File: config.mk
export PLATFORM = sky130hd
export DESIGN_NAME = moving_average_param
export DESIGN_NICKNAME = d
export VERILOG_FILES = /design/src/rtl/moving_average_param.sv
export SDC_FILE = /design/constraint.sdc
export NUM_CORES = 1
export LEC_CHECK = 0
export BUFFER_PORTS_ARGS = -buffer_cell sky130_fd_sc_hd__clkbuf_2
export CORE_ASPECT_RATIO = 2
export CORE_MARGIN = 2
export CORE_UTILIZATION = 36
export DETAILED_ROUTE_END_ITERATION = 12
export HOLD_SLACK_MARGIN = 0.03
export PLACE_DENSITY = 0.53
export SKIP_CTS_REPAIR_TIMING = 1
export SLEW_MARGIN = 20
export SYNTH_ARGS = -nofsm -noshare
export SYNTH_HDL_FRONTEND = slang
export SYNTH_SLANG_ARGS = --single-unit
File: constraint.sdc
create_clock -name clk -period 5.6 [get_ports clk]
set_clock_uncertainty 0.15 [all_clocks]
set_input_delay 0.28 -clock clk [delete_from_list [all_inputs] [get_ports clk]]
set_output_delay 0.28 -clock clk [all_outputs]
set_load 0.02 [all_outputs]
File: src/rtl/moving_average_param.sv
// Sliding-window averager over a signed sample stream with run-time power-of-two
// window, exact running sum, fill tracking, decimated output and restart on window change.
module moving_average_param #(
  parameter int DATA_W       = 16,
  parameter int LOG2_MAX_WIN = 4
) (
  input  logic                     clk,
  input  logic                     rst_n,
  input  logic                     enable_i,
  input  logic                     data_refresh_i,
  input  logic                     output_refresh_mode_i,
  input  logic [2:0]               win_sel_i,
  input  logic signed [DATA_W-1:0] din_i,
  output logic signed [DATA_W-1:0] dout_o,
  output logic                     output_pulse_o,
  output logic                     filled_o
);

  localparam int MAX_WIN = 1 << LOG2_MAX_WIN;
  localparam int SUM_W   = DATA_W + LOG2_MAX_WIN;
  localparam int CNT_W   = LOG2_MAX_WIN + 1;

  logic signed [DATA_W-1:0] buf_mem [MAX_WIN];

  logic [LOG2_MAX_WIN-1:0] wr_ptr_q, wr_ptr_d;
  logic [LOG2_MAX_WIN-1:0] dec_q, dec_d;
  logic [CNT_W-1:0]        fill_q, fill_d;
  logic [2:0]              k_q, k_d;
  logic signed [SUM_W-1:0] sum_q, sum_d;
  logic signed [DATA_W-1:0] dout_q, dout_d;
  logic                    pulse_q, pulse_d;

  logic [2:0]              k_sel;
  logic [CNT_W-1:0]        n_win;
  logic [LOG2_MAX_WIN-1:0] old_idx;
  logic                    full, restart, accept, dec_last;
  logic signed [SUM_W-1:0] din_ext, old_ext, sum_nxt, shifted;

  assign k_sel   = (win_sel_i > 3'(LOG2_MAX_WIN)) ? 3'(LOG2_MAX_WIN) : win_sel_i;
  assign n_win   = CNT_W'(1) << k_q;
  assign full    = (fill_q == n_win);
  // When N == MAX_WIN the low bits of n_win are zero, so the oldest entry is the one about to be overwritten.
  assign old_idx = wr_ptr_q - n_win[LOG2_MAX_WIN-1:0];

  assign restart  = enable_i && (k_sel != k_q);
  assign accept   = enable_i && data_refresh_i && !restart;
  assign dec_last = ({1'b0, dec_q} == (n_win - 1'b1));

  assign din_ext = {{LOG2_MAX_WIN{din_i[DATA_W-1]}}, din_i};
  assign old_ext = full ? {{LOG2_MAX_WIN{buf_mem[old_idx][DATA_W-1]}}, buf_mem[old_idx]}
                        : '0;
  assign sum_nxt = sum_q + din_ext - old_ext;
  assign shifted = sum_nxt >>> k_q;

  always_comb begin
    wr_ptr_d = wr_ptr_q;
    dec_d    = dec_q;
    fill_d   = fill_q;
    k_d      = k_q;
    sum_d    = sum_q;
    dout_d   = dout_q;
    pulse_d  = 1'b0;
    if (restart) begin
      k_d    = k_sel;
      sum_d  = '0;
      fill_d = '0;
      dec_d  = '0;
    end else if (accept) begin
      sum_d    = sum_nxt;
      wr_ptr_d = wr_ptr_q + 1'b1;
      if (!full) fill_d = fill_q + 1'b1;
      dec_d    = dec_last ? '0 : dec_q + 1'b1;
      pulse_d  = output_refresh_mode_i || dec_last;
      if (pulse_d) dout_d = shifted[DATA_W-1:0];
    end
  end

  always_ff @(posedge clk or negedge rst_n) begin
    if (!rst_n) begin
      wr_ptr_q <= '0;
      dec_q    <= '0;
      fill_q   <= '0;
      k_q      <= '0;
      sum_q    <= '0;
      dout_q   <= '0;
      pulse_q  <= 1'b0;
    end else begin
      wr_ptr_q <= wr_ptr_d;
      dec_q    <= dec_d;
      fill_q   <= fill_d;
      k_q      <= k_d;
      sum_q    <= sum_d;
      dout_q   <= dout_d;
      pulse_q  <= pulse_d;
    end
  end

  // Buffer is left unreset: entries are only read once the fill count proves they were written.
  always_ff @(posedge clk) begin
    if (accept) buf_mem[wr_ptr_q] <= din_i;
  end

  assign dout_o         = dout_q;
  assign output_pulse_o = pulse_q;
  assign filled_o       = full;

endmodule
== After elaboration in Yosys (flattened, before gate mapping) ==
Memory sizes are Yosys's and may differ from the RTL's.
Index checks and enable logic that the tools add are counted.
W data, S select, Z words.

* Bits in registers: 53
* Bits in writable memories: 256
* Input bits: 24
* Output and inout port bits: 18
* Word-level logic and storage cells: 46
* Memories kept: 1

* Add/sub/neg operators: 7
* Magnitude comparators: 1
* Equality and inequality tests: 4
* Shift-type cells: 2
* Muxes and demuxes: 14
* Bitwise logic cells: 1
* Reduce and logical (&&, ||, !) cells: 9

{| class="wikitable"
|+ Memories
! memory !! depth !! width !! rd ports !! clocked after memory_dff !! wr ports !! line !! source
|-
| buf_mem || 16 || 16 || 1 || 0 || 1 || 23 || <nowiki>logic signed [DATA_W-1:0] buf_mem [MAX_WIN];</nowiki>
|}

{| class="wikitable"
|+ Operators with widths
! operator !! number
|-
| $mux W20 || 3
|-
| $add A20 B16 Y20 || 1
|-
| $sshr A20 B3 Y16 || 1
|-
| $sub A20 B20 Y20 || 1
|-
| $mux W5 || 3
|-
| $mux W4 || 3
|-
| $add A4 B1 Y4 const B || 2
|-
| $add A5 B1 Y5 const B || 1
|-
| $eq A4 B5 Y1 || 1
|-
| $eq A5 B5 Y1 || 1
|-
| $shl A1 B3 Y5 const A || 1
|-
| $sub A5 B1 Y5 const B || 1
|-
| $mux W1 || 4
|-
| $reduce_and A2 Y1 || 2
|-
| $sub A4 B4 Y4 || 1
|-
| $gt A3 B3 Y1 const B || 1
|-
| $logic_and A1 B1 Y1 || 3
|-
| $mux W3 || 1
|-
| $ne A3 B3 Y1 || 1
|-
| $reduce_and A3 Y1 || 1
|-
| $ne A2 B1 Y1 const B || 1
|-
| $reduce_bool A2 Y1 || 1
|-
| $logic_not A1 Y1 || 1
|-
| $logic_or A1 B1 Y1 || 1
|-
| $not A1 Y1 || 1
|}

== Logic depth before layout (Yosys ltp) ==
* Depth after elaboration: 8
* Mapped depth: 24
* Mapped depth without buffers: 21

== Least setup slack after synthesis ==
Ideal clock, no wire load.

* Path kind: flip-flop to flip-flop
* Start point: reg k_q[0]
* End point: reg dout_q[12] (netlist: dout_o[12])
* Setup time: 66 ps
* Data arrival time: 5,680 ps
* Required time: 5,384 ps
* Path slack: -297 ps
* Stages on the path, launching flop included: 21
* Buffers on the path: 3
* Clock period less this slack: 5,897 ps
* Path through: dfrtp_1 > nor3_4 > nand2_1 > fa_1 > buf_2 > clkbuf_1 > clkbuf_1 > mux4_2 > mux2i_1 > nand2_1 > o211ai_1 > fa_1 > ha_1 > and2_4 > a221oi_4 > a21oi_2 > o32a_2 > xnor2_1 > mux4_1 > nor3_1 > a221o_1

* Longest elaborated chain between the ends: 6
* Elaborated cells on any way between the ends: 16
* Classes of those cells: add/sub: 3; eq/ne: 3; shift: 2; mux: 1; bitwise: 1; reduce/logical: 5; memory: 1

{| class="wikitable"
|+ Ends and longest elaborated chain
! item !! line !! source
|-
| from (decl) || 28 || <nowiki>logic [2:0] k_q, k_d;</nowiki>
|-
| from (signal assigned) || 91 || <nowiki>k_q <= k_d;</nowiki>
|-
| $shl A1 B3 Y5 || 40 || <nowiki>assign n_win = CNT_W'(1) << k_q;</nowiki>
|-
| $sub A4 B4 Y4 || 43 || <nowiki>assign old_idx = wr_ptr_q - n_win[LOG2_MAX_WIN-1:0];</nowiki>
|-
| $mem_v2 Z16 W16 || -- ||
|-
| $mux W20 || 50 || <nowiki>assign old_ext = full ? {{LOG2_MAX_WIN{buf_mem[old_idx][DATA_W-1]}}, buf_mem[old_idx]}</nowiki>
|-
| $sub A20 B20 Y20 || 52 || <nowiki>assign sum_nxt = sum_q + din_ext - old_ext;</nowiki>
|-
| $sshr A20 B3 Y16 || 53 || <nowiki>assign shifted = sum_nxt >>> k_q;</nowiki>
|-
| to (signal assigned) || 93 || <nowiki>dout_q <= dout_d;</nowiki>
|-
| to (decl) || 30 || <nowiki>logic signed [DATA_W-1:0] dout_q, dout_d;</nowiki>
|}

Several ways; a longest one is shown, not always the timed one.
A chain may end at the register's enable or synchronous reset.

== Worst setup path in the final report ==
* Start point: reg k_q[1]
* End point: reg dout_q[12] (netlist: dout_o[12])

Same word-level chain as after synthesis.

==> summary.md <==
| Metric | Value |
|---|---|
| Layout cells sized above 1 | 0.383 |
| Worst Hold Class | in -> reg |
| FF-to-FF path depth | 19 |
| Placed instance area | between 15,000 and 20,000 sq um |
| Yosys warns | 0 |
| Part of the Yosys area used for sequential elements | 0.609 |
| Drt wl/cell | 22.1 um |
| CTS sink cnt | 309 |
| Antenna diodes | 0 |
| GRT overflow | 0 |
| Total wire length | 38,600 um |
| Slew HR | 0.484 |
| Syn Inst Count | around 1,000 |
| Rows | 105 |
| Setup WS post-layout | -67.5 ps |
| Dpl hpwl | 24,100 um |
| CP Max Fanout | 6 |
| RSZ-0062 raised after global routing | true |
| Final Hold Viols | 0 |
| Final period utilization | 1.01 |
| Worst hold path cell count | 1 |
| Async set-reset flop share out of synthesis | 0.172 |
| First-pass GRT wire length | 57,400 um |
| Initial antenna violation count | 0 |
| Startpoint Class | flip-flop |
| Status | finished, violations left |
| CTS tree | yes |
| Pins Over Slew Limit | 0 |
| Syn Nets | 1,061 |
| Largest net degree at the start of global routing | 54 |
| DRC | 0 |
| H-tree levels | 1 |
| Top-area cell type share of the netlist area | 0.520 |
| Critical path arrival | around 6000 ps |
| Die width | 147 um |
| Most frequent cells in the layout | 256 x edfxtp_1, 145 x buf_4, 77 x inv_1 |
| Fin crit period | 5670 ps |
| Root Buffer | clkbuf_16 |
| Netlist cell types | ~80 |
| Skew-Pair Late Insertion Delay | 590 ps |
| Critical path endpoint | dout_o[12] |
| Routability cong. | 0.845 |
| Top FF cell, synth | edfxtp_1 |
| Buffer depth of the longest clock path | 3 |
| Worst setup startpoint | k_q[1] |
| Yosys reg bits | 309 |
| Post-Route Utilization | 0.462 |
| Number of synthesized flops with an enable pin | 256 |
| Top-level port count | 42 |
| Post-Syn Area | 14,800 sq um |
| Area Growth Syn to Fin | 27.1% |
| DRT Pass-1 Iters | 5 |
| Syn Area/Cell | roughly 15 sq um |
| Final setup viols | 9 |
| Buffers on Ports | between 40 and 50 |
| Initial Utilization | 0.363 |
| Crit Reg-Reg Endpoint | dout_o[12] |
| Yosys top cell by area | edfxtp_1 |
| Routed Antenna Nets | 0 |
| Die area | 42,800 sq um |
| Most common cell after layout, fill and taps aside | edfxtp_1 |
| Top cells by area, synth | edfxtp_1 52%, mux4_2 11%, dfrtp_1 9.0% |
| Vias in the first global route | 9,392 |
| Die height | 291 um |
| GRT Total Usage | 0.177 |
| Dpl ws | -283 ps |
| Via count | between 9,000 and 10,000 |
| WP data required | 5980 ps |
| Worst Setup End Kind | flip-flop |
| Max Cap Viol | 0 |
| Core area | 40,700 sq um |
| Initial DRC count | between 500 and 600 |
| Clk pin slew, worst setup/hold paths | 70 ps |
| Violations in the final reports | setup timing |
| Slew @ Worst Pin | a little under 800 ps |
| Post-route cell area | between 15,000 and 20,000 sq um |
| Reg2reg start | k_q[1] |
| Number of CTS-inserted buffers | 29 |
| Reg-to-reg setup timing slack | -70 ps |
| Setup CP Type | reg -> reg |
| Via density | approximately 5.3 |
| Fmax | 0.176 GHz |
| Layout Nets | 1,266 |
registers in the layout, summed over array words and instances, names as in the netlist:
register and flops:
buf_mem 256, dec_q 4, dout_o 16, fill_q 5, k_q 3, output_pulse_o 1, sum_q 20, wr_ptr_q 4
how the worst min path moves through the flow:
stage	start	endpoint	slack, ps
5_1_grt	din_i[9]	buf_mem[10][9]	40
3_3_place_gp	dout_o[4]	dout_o[4]	300
2_1_floorplan	rst_n	dec_q[0]	-170
4_1_cts	rst_n	sum_q[8]	-300
3_5_place_dp	dout_o[4]	dout_o[4]	320
6_report	din_i[11]	buf_mem[6][11]	4
logic make-up after synthesis:
| group | share of synthesized area |
|---|---|
| simple gates | 0.0632 |
| fa+ha+maj | 0.0524 |
| mux | 0.129 |
| compound gates | 0.0878 |
| xor+xnor | 0.0214 |
| buf+inv | 0.0370 |
| flops | 0.609 |
through the flow:
step	setup TNS, ps	hold WS, ps	cells
3_3_place_gp	-2630	303	1653
2_1_floorplan	0	-166	987
4_1_cts	-3540	-298	1706
3_5_place_dp	-3090	322	1653
5_1_grt	-2610	36.2	1749
6_report	-282	4.04	1749
per-layer routing:
metal / global-route usage / vias up / part of all wire
met5: 0 / - / 0
li1: - / 4185 / -
met3: 0.0209 / 44 / 0.033
met1: 0.233 / 4798 / 0.42
met4: 0.0504 / 0 / 0.023
met2: 0.309 / 160 / 0.52
worst max-delay path: stages, from the launching register on:
cell and delay [ps]:
dfrtp_2 430, nor3_4 200, nand2_2 90, fa_4 890, buf_12 150, clkbuf_16 150
mux4_2 280, mux2_4 280, o211ai_1 170, buf_4 170, fa_1 460, ha_4 240
and2_4 170, a221oi_4 320, a21oi_4 140, o32a_4 390, xnor2_1 140, mux4_2 510
nor3_2 130, a221o_1 130
cells in the mapped netlist (4+ instances only):
master and number:
edfxtp_1 256, inv_1 80, mux4_2 69, dfrtp_1 53, nand2_1 53, nor2_1 40, a211oi_1 38, ha_1 30
o21ai_0 29, clkbuf_1 26, a21oi_1 24, mux2i_1 24, fa_1 20, nor2b_1 20, xor2_1 17, xnor2_1 16
a22o_1 14, buf_2 14, nor3_1 13, nand3_1 10, nand2b_1 9, o21a_1 8, o211ai_1 7, or3_1 6
a21o_1 5, and3_1 5, nand4_1 5, a211o_1 4, a31oi_1 4, buf_1 4, mux2_2 4, o22ai_1 4
area by class of cell:
| type | count | area (sq um) |
|---|---|---|
| clock buffer | 33 | 741 |
| clock inverter | 20 | 245 |
| fill | 3637 | 21900 |
| inverter | 82 | 308 |
| multi-input combinational | 546 | 5970 |
| sequential | 309 | 9020 |
| tap | 535 | 669 |
| timing repair buffer | 224 | 1850 |
Power is left out: the tool's default activity adds up to more than one toggle a clock period on the data nets, which glitch-free logic cannot reach.
